===== src/rtl/parking_sensor_gen_if.sv =====
// Request/status bundle between a crossing-sequence requester (master) and parking_sensor_gen (slave).
// Requests are level inputs that are sampled only while the generator is idle. Status outputs are registered.
interface parking_sensor_gen_if #(
  parameter int DWELL_W = 8
);
  logic               start_enter;
  logic               start_exit;
  logic [DWELL_W-1:0] dwell;
  logic               balk;
  logic               A;
  logic               B;
  logic               busy;
  logic               done;
  logic               reject;
  logic [4:0]         occ;

  modport master (
    output start_enter, start_exit, dwell, balk,
    input  A, B, busy, done, reject, occ
  );

  modport slave (
    input  start_enter, start_exit, dwell, balk,
    output A, B, busy, done, reject, occ
  );
endinterface


===== src/rtl/parking_sensor_gen.sv =====
// Drives the A/B photo-sensor pair through a four-phase car crossing. The request is sampled in IDLE, PH1 shows on the next cycle, and each phase lasts dwell+1 cycles.
// Requests are ignored while busy. Requests that would overflow or underflow occ get a one-cycle reject. Balk/REV support is enabled by `PARKING_SENSOR_GEN_BALK_EN.
module parking_sensor_gen #(
  parameter int DWELL_W  = 8,
  parameter int CAPACITY = 16
) (
  input  logic                  clk,
  input  logic                  reset,
  parking_sensor_gen_if.slave   bus
);

  typedef enum logic [2:0] {
    IDLE, PH1, PH2, PH3, GAP
`ifdef PARKING_SENSOR_GEN_BALK_EN
    , REV
`endif
  } state_t;

  localparam logic [4:0] OCC_MAX = 5'(CAPACITY);

  state_t             state;
  logic               dir_enter;
  logic [DWELL_W-1:0] dwell_q;
  logic [DWELL_W-1:0] cnt;
`ifdef PARKING_SENSOR_GEN_BALK_EN
  logic               balked;
`else
  logic               unused_balk;
  assign unused_balk = bus.balk;
`endif

  // Sensor pattern for a phase. An exit mirrors an entry, and REV replays PH1 while the car backs out.
  function automatic logic [1:0] phase_ab(input state_t s, input logic ent);
    logic [1:0] v;
    case (s)
      PH1:     v = ent ? 2'b10 : 2'b01;
      PH2:     v = 2'b11;
      PH3:     v = ent ? 2'b01 : 2'b10;
`ifdef PARKING_SENSOR_GEN_BALK_EN
      REV:     v = ent ? 2'b10 : 2'b01;
`endif
      default: v = 2'b00;
    endcase
    return v;
  endfunction

  always_ff @(posedge clk or posedge reset) begin
    if (reset) begin
      state        <= IDLE;
      dir_enter    <= 1'b0;
      dwell_q      <= '0;
      cnt          <= '0;
      bus.A        <= 1'b0;
      bus.B        <= 1'b0;
      bus.busy     <= 1'b0;
      bus.done     <= 1'b0;
      bus.reject   <= 1'b0;
      bus.occ      <= 5'd0;
`ifdef PARKING_SENSOR_GEN_BALK_EN
      balked       <= 1'b0;
`endif
    end else begin
      bus.done   <= 1'b0;
      bus.reject <= 1'b0;
      if (state == IDLE) begin
        if (bus.start_enter && bus.start_exit) begin
          bus.reject <= 1'b1;
        end else if (bus.start_enter || bus.start_exit) begin
          if (bus.start_enter ? (bus.occ < OCC_MAX) : (bus.occ != 5'd0)) begin
            state          <= PH1;
            dir_enter      <= bus.start_enter;
            dwell_q        <= bus.dwell;
            cnt            <= bus.dwell;
            bus.busy       <= 1'b1;
            {bus.A, bus.B} <= phase_ab(PH1, bus.start_enter);
`ifdef PARKING_SENSOR_GEN_BALK_EN
            balked         <= 1'b0;
`endif
          end else begin
            bus.reject <= 1'b1;
          end
        end
      end else if (cnt != '0) begin
        cnt <= cnt - 1'b1;
      end else begin
        cnt <= dwell_q;
        case (state)
          PH1: begin
            state          <= PH2;
            {bus.A, bus.B} <= phase_ab(PH2, dir_enter);
          end
          PH2: begin
`ifdef PARKING_SENSOR_GEN_BALK_EN
            if (bus.balk) begin
              state          <= REV;
              balked         <= 1'b1;
              {bus.A, bus.B} <= phase_ab(REV, dir_enter);
            end else
`endif
            begin
              state          <= PH3;
              {bus.A, bus.B} <= phase_ab(PH3, dir_enter);
            end
          end
`ifdef PARKING_SENSOR_GEN_BALK_EN
          REV: begin
            state          <= GAP;
            {bus.A, bus.B} <= 2'b00;
          end
`endif
          PH3: begin
            state          <= GAP;
            {bus.A, bus.B} <= 2'b00;
          end
          GAP: begin
            state    <= IDLE;
            bus.busy <= 1'b0;
            bus.done <= 1'b1;
            // A balked car never crossed, so the count stays unchanged.
`ifdef PARKING_SENSOR_GEN_BALK_EN
            if (!balked)
`endif
              bus.occ <= dir_enter ? bus.occ + 5'd1 : bus.occ - 5'd1;
          end
          default: begin
            state          <= IDLE;
            bus.busy       <= 1'b0;
            {bus.A, bus.B} <= 2'b00;
          end
        endcase
      end
    end
  end

endmodule


===== src/flat_wrapper.sv =====
// flat-port wrapper written by rule: the top's interface ports become plain ports
module parking_sensor_gen_flat 
#(
  parameter int DWELL_W  = 8,
  parameter int CAPACITY = 16
)
  (clk, reset, bus_start_enter, bus_start_exit, bus_dwell, bus_balk, bus_A, bus_B, bus_busy, bus_done, bus_reject, bus_occ);
  parking_sensor_gen_if #(.DWELL_W(DWELL_W)) bus_i ();
  input  logic clk;
  input  logic reset;
  input wire logic [$bits(bus_i.start_enter)-1:0] bus_start_enter;
  input wire logic [$bits(bus_i.start_exit)-1:0] bus_start_exit;
  input wire logic [$bits(bus_i.dwell)-1:0] bus_dwell;
  input wire logic [$bits(bus_i.balk)-1:0] bus_balk;
  output wire logic [$bits(bus_i.A)-1:0] bus_A;
  output wire logic [$bits(bus_i.B)-1:0] bus_B;
  output wire logic [$bits(bus_i.busy)-1:0] bus_busy;
  output wire logic [$bits(bus_i.done)-1:0] bus_done;
  output wire logic [$bits(bus_i.reject)-1:0] bus_reject;
  output wire logic [$bits(bus_i.occ)-1:0] bus_occ;
  assign bus_i.start_enter = bus_start_enter;
  assign bus_i.start_exit = bus_start_exit;
  assign bus_i.dwell = bus_dwell;
  assign bus_i.balk = bus_balk;
  assign bus_A = bus_i.A;
  assign bus_B = bus_i.B;
  assign bus_busy = bus_i.busy;
  assign bus_done = bus_i.done;
  assign bus_reject = bus_i.reject;
  assign bus_occ = bus_i.occ;
  parking_sensor_gen #(.DWELL_W(DWELL_W), .CAPACITY(CAPACITY)) u_core (.clk(clk), .reset(reset), .bus(bus_i));
endmodule

===== config.mk =====
export PLATFORM = sky130hd
export DESIGN_NAME = parking_sensor_gen_flat
export DESIGN_NICKNAME = d
export VERILOG_FILES = /design/src/rtl/parking_sensor_gen_if.sv /design/src/rtl/parking_sensor_gen.sv /design/src/flat_wrapper.sv
export SDC_FILE = /design/constraint.sdc
export NUM_CORES = 1
export LEC_CHECK = 0
export CAP_MARGIN = 25
export CORE_MARGIN = 1
export CORE_UTILIZATION = 40
export CTS_CLUSTER_SIZE = 20
export DETAILED_ROUTE_END_ITERATION = 10
export PLACE_DENSITY = 0.71
export SLEW_MARGIN = 10
export SYNTH_ARGS = -nofsm -noshare
export SYNTH_HDL_FRONTEND = slang
export SYNTH_SLANG_ARGS = --single-unit

===== constraint.sdc =====
create_clock -name clk -period 4.75 [get_ports clk]
set_clock_uncertainty 0.05 [all_clocks]
set_input_delay 1.425 -clock clk [delete_from_list [all_inputs] [get_ports clk]]
set_output_delay 1.425 -clock clk [all_outputs]
set_load 0.05 [all_outputs]

# Word-level counts from Yosys, hierarchy flattened

Cells that the tools add are included.

Register bits after elaboration: 30
Input bits: 13
Output and inout bits: 10
Logic and storage cells: 79

Add/subtract/negate cells: 3
Magnitude comparators: 1
Equal/unequal tests: 10
Multiplexer cells: 40
Bitwise operators: 3
Reduce and logical (&&, ||, !) cells: 12

Operator list:

| cell                                                  | number |
|---|---|
| two-way mux 8 bit                                     | 5 |
| two-way mux 1 bit                                     | 24 |
| two-way mux 3 bit                                     | 5 |
| AND reduction 5 bit                                   | 2 |
| one-hot mux 3 bit (3 select lines)                    | 1 |
| AND reduction 4 bit                                   | 2 |
| nonzero test 8 bit                                    | 1 |
| subtractor 8 x 1 -> 8 bit, second input constant      | 1 |
| == test 3 x 2 -> 1 bit, second input constant         | 2 |
| inequality test 2 x 1 -> 1 bit, second input constant | 3 |
| inequality test 2 bit, second input constant          | 3 |
| one-hot mux 1 bit (3 select lines)                    | 2 |
| AND reduction 3 bit                                   | 2 |
| adder 5 x 1 -> 5 bit, second input constant           | 1 |
| < comparator 5 bit, second input constant             | 1 |
| two-way mux 5 bit                                     | 1 |
| nonzero test 5 bit                                    | 1 |
| subtractor 5 x 1 -> 5 bit, second input constant      | 1 |
| two-way mux 2 bit                                     | 2 |
| == test 3 x 1 -> 1 bit, second input constant         | 1 |
| == test 3 bit, second input constant                  | 1 |
| zero test 3 bit                                       | 1 |
| inverter 1 bit                                        | 3 |
| OR reduction 3 bit                                    | 1 |
| 2 further kinds                                       | 2 |

# Depth between registers and ports, before layout

Word-level depth: 6
Mapped depth: 6
Mapped depth without buffers: 6

# Worst setup path after synthesis

No wires, ideal clock.

Kind: input to register
Start: in bus_start_enter
End: reg u_core.bus.A
Setup time: 125 ps
Data arrival time: 2580 ps
Slack: 1995 ps
Cell stages on the path: 5
Cells stage by stage: nor4_2 -> a2bb2oi_1 -> buf_2 -> a2bb2oi_1 -> mux2_4

Cells in the longest elaborated chain, start to end: 5
Elaborated cells between the ends (all ways): 12
Those cells by class: 3 x eq/ne; 6 x mux; 3 x reduce/logical

RTL lines:

| element              | line                        | RTL |
|---|---|---|
| start, declared      | flat_wrapper.sv:11          | `input wire logic [$bits(bus_i.start_enter)-1:0] bus_start_enter;` |
| two-way mux 2 bit    | parking_sensor_gen.sv:36    | `PH1: v = ent ? 2'b10 : 2'b01;` |
| two-way mux 1 bit    | parking_sensor_gen.sv:69    | `if (bus.start_enter ? (bus.occ < OCC_MAX) : (bus.occ != 5'd0)) begin` |
| two-way mux 1 bit    | parking_sensor_gen.sv:68    | `end else if (bus.start_enter \|\| bus.start_exit) begin` |
| two-way mux 1 bit    | parking_sensor_gen.sv:66    | `if (bus.start_enter && bus.start_exit) begin` |
| two-way mux 1 bit    | parking_sensor_gen.sv:65    | `if (state == IDLE) begin` |
| end signal, assigned | parking_sensor_gen.sv:75    | `{bus.A, bus.B} <= phase_ab(PH1, bus.start_enter);` |
| end signal, assigned | parking_sensor_gen.sv:90    | `{bus.A, bus.B} <= phase_ab(PH2, dir_enter);` |
| end signal, assigned | parking_sensor_gen.sv:102   | `{bus.A, bus.B} <= phase_ab(PH3, dir_enter);` |
| end, declared        | parking_sensor_gen_if.sv:24 | `output A, B, busy, done, reject, occ` |

Parallel ways exist; a longest one is shown, timed or not. The select of a mux whose other input is x is not followed.
A chain may end at the register's enable or synchronous reset.

# Worst setup path after layout

Start: in bus_start_enter
End: reg u_core.dwell_q[3]

Cells in the longest elaborated chain, start to end: 3
Elaborated cells between the ends (all ways): 5
Those cells by class: 1 x mux; 1 x bitwise; 3 x reduce/logical

RTL lines:

| element                         | line                     | RTL |
|---|---|---|
| logical AND 1 bit               | parking_sensor_gen.sv:66 |  |
| inverter 1 bit (no line)        | --                       |  |
| AND reduction 4 bit (no line) * | --                       |  |
| end signal, assigned            | parking_sensor_gen.sv:72 | `dwell_q <= bus.dwell;` |
| end, declared                   | parking_sensor_gen.sv:23 | `logic [DWELL_W-1:0] dwell_q;` |

Every way passes the cells marked *; elsewhere a longest branch is shown, timed or not.

==> results_dict.tcl <==
set metrics [dict create \
    vias 1365 \
    path_clk_slew_ns 0.06 \
    period_share 0.7428 \
    tightest_slew_ns 0.8720 \
    synth_cells 172 \
    vias_per_cell 5.549 \
    syn_nets 191 \
    diodes 0 \
    chipWidth_um 68.20 \
    syn_area_um2 1753 \
    cts_tree "yes" \
    grt.total_usage 0.1864 \
    status "finished, final reports clean" \
    die-area_um2 4651 \
    clk_latency_ns 0.28 \
    cts_root_buffer "clkbuf_8" \
    p_comb_frac 0.049 \
    syn_to_final_growth_pct 19.63 \
    preCtsSetupSlack_ns 0.9231 \
    synth-warning-count 0 \
    cts_made_buffers 5 \
    synth_top_area_cell "dfrtp_1" \
    dp_hpwl_um 2589 \
    relSlewSlack 0.4180 \
    boundaryPins 23 \
    slew_violations 0 \
    placed_area_um2 2006 \
    pwr-share-clk 0.431 \
    die_h_um 68.20 \
    grt_max_degree 24 \
    synth_seq_area_share 0.4283 \
    required_ns 4.86 \
    dr.pass1.iters 4 \
    wire_per_inst_um 15.13 \
    finalCriticalPeriod_ns 3.528 \
    ant_nets 0 \
    slowest_stage "clkdlybuf4s50_1" \
    post_cts_buffers 0 \
    final_common_cell "dfrtp_1" \
    final_cell_area_um2 2097 \
    htreeDepth 2 \
    path_cells "clkdlybuf4s50_1 -> nor3b_1 -> a2bb2oi_1 -> buf_4 -> and2_1 -> mux2_1" \
    cap_violations 0 \
    gp_congestion 0.8211 \
    fin_ws_ns 1.222 \
    fmaxAchievable_mhz 283.4 \
    final_core_util 0.5096 \
    switching_share 0.2175 \
    hold_viol 0 \
    layout.nets 214 \
    p_int_mw 0.3845 \
    grt_pass1_vias 1277 \
    synth-seq-cells 30 \
    cp-start-kind "input pin" \
    cp_top_family "buffers and inverters" \
    synth_area_leaders "dfrtp_1, ha_1, mux2i_1" \
    cp-end-kind "flop" \
    rsz0062_at_grt "no" \
    mostFrequentLayoutCells "dfrtp_1, clkdlybuf4s50_1, nand2_1, inv_1, o21ai_0" \
    cts_resized 0 \
    grt.overflow.total 0 \
    hold_class "flop to flop" \
    fin_total_pwr_mw 0.4914 \
    setup_viol 0 \
    drt_wl_total_um 3721 \
    io_buffers 21 \
    path_class "input pin to flop" \
    worst-path-max-fanout 14 \
    drc 0 \
    yosysUniqueCellTypes 47 \
    power_density_nw_per_um2 234.3 \
    p_leak_nw 0.8718 \
    grt_pass1_wl_um 6251 \
    rows 23 \
    arrival_ns 3.64 \
    cts_hold_buffers 0 \
    cp_num_buf_inv 2 \
    antenna_found_initial 0 \
    drive_above_1_share 0.1020 \
    core_area_um2 4115 \
    drt_iter0_markers 112 \
    tns_ns 0 \
    start_util 0.4260 \
    critPathMaxStageDelay_ns 0.61 \
    p_seq_frac 0.520 \
    cts_sinks 30 \
    netlist.area_leader.share 0.4283 \
    peakVddDrop_mv 0.1071 \
    switchingPower_mw 0.1069 \
    syn-mean-instance-area_um2 10.19 \
    clk_path_buf_depth 2 \
]
-- per-stage QoR --
step / hold WS [ns] / std cells
detailed placement: 0.4314 / 238
floorplan: 0.4022 / 172
global placement: 0.4300 / 238
CTS: 0.4457 / 246
global route: 0.4573 / 246
finish: 0.4382 / 246
-- state kept, by name, indices dropped and copies added (netlist names) --
name and count:
u_core.state 3, u_core.bus.reject 1, u_core.dir_enter 1, u_core.bus.A 1, u_core.cnt 8, u_core.dwell_q 8
u_core.bus.B 1, u_core.bus.occ 5, u_core.bus.done 1, u_core.bus.busy 1
-- worst paths after layout --
kind / slack [ns] / to / startpoint / cells after the start
max: 1.22 / u_core.dwell_q[3] / bus_start_enter / 6
min: 0.44 / u_core.dwell_q[6] / u_core.dwell_q[6] / 1
max reg2reg: 2.50 / u_core.bus.A / u_core.cnt[0] / 6
min reg2reg: 0.44 / u_core.dwell_q[6] / u_core.dwell_q[6] / 1
max in group asynchronous: 2.43 / u_core.bus.reject / reset / 3
min in group asynchronous: 1.58 / u_core.bus.occ[4] / reset / 2
-- area by class of cell --
cell class	instances	area, um2
inverter	11	41.29
timing repair buffer	24	232.7
fill	396	2018
tap	50	62.56
clock inverter	1	5.005
multi-input combinational	123	918.4
clock buffer	7	86.33
sequential	30	750.7
-- cells in the mapped netlist, drive strengths merged --
cell type and count:
a2111oi 2, a211oi 3, a21o 2, a21oi 9, a221o 1, a22oi 1
a2bb2oi 4, a31o 1, a31oi 2, a32oi 2, and2 1, buf 4
clkbuf 4, dfrtp 30, fa 1, ha 5, inv 11, mux2 8
mux2i 5, nand2 11, nand2b 4, nand3 4, nand4 1, nor2 10
nor2b 1, nor3 2, nor3b 1, nor4 3, nor4b 2, o211ai 3
o21ai 14, o22ai 1, o311a 1, o31ai 4, o41ai 3, or3 6
or4b 1, xnor2 2, xor2 2
-- per-layer routing --
layer  part of all wire  up-vias  global-route usage  wire length [um]
met5                  0        -                   0                 0
met4              0.019        0             0.07813                70
met3              0.023        7             0.04500                86
met2               0.45       14              0.2782              1680
met1               0.51      658              0.2552              1884
li1                   -      686                   -                 -
-- power by group through the flow --
stage | Clock [mW] | Combinational (mW) | Sequential, mW
2_1_floorplan | 0 | 0.00998 | 0.260
3_3_place_gp | 0 | 0.0247 | 0.260
3_5_place_dp | 0 | 0.0247 | 0.260
4_1_cts | 0.218 | 0.0249 | 0.255
5_1_grt | 0.231 | 0.0269 | 0.255
6_report | 0.212 | 0.0242 | 0.256
-- kinds of logic (layout without fill, tap and decap cells) --
family | count (synthesis) | after routing | share of synthesized area
multiplexers | 13 | 13 | 0.08636
flip-flops | 30 | 30 | 0.4283
AND/OR/NAND/NOR | 47 | 47 | 0.1670
buffers and inverters | 19 | 43 | 0.04782
AO/OA/AOI/OAI | 53 | 53 | 0.2034
XOR/XNOR | 4 | 4 | 0.01999
adder cells (fa/ha/maj) | 6 | 6 | 0.04711
Note: power is estimated with default switching activity, not from simulation.
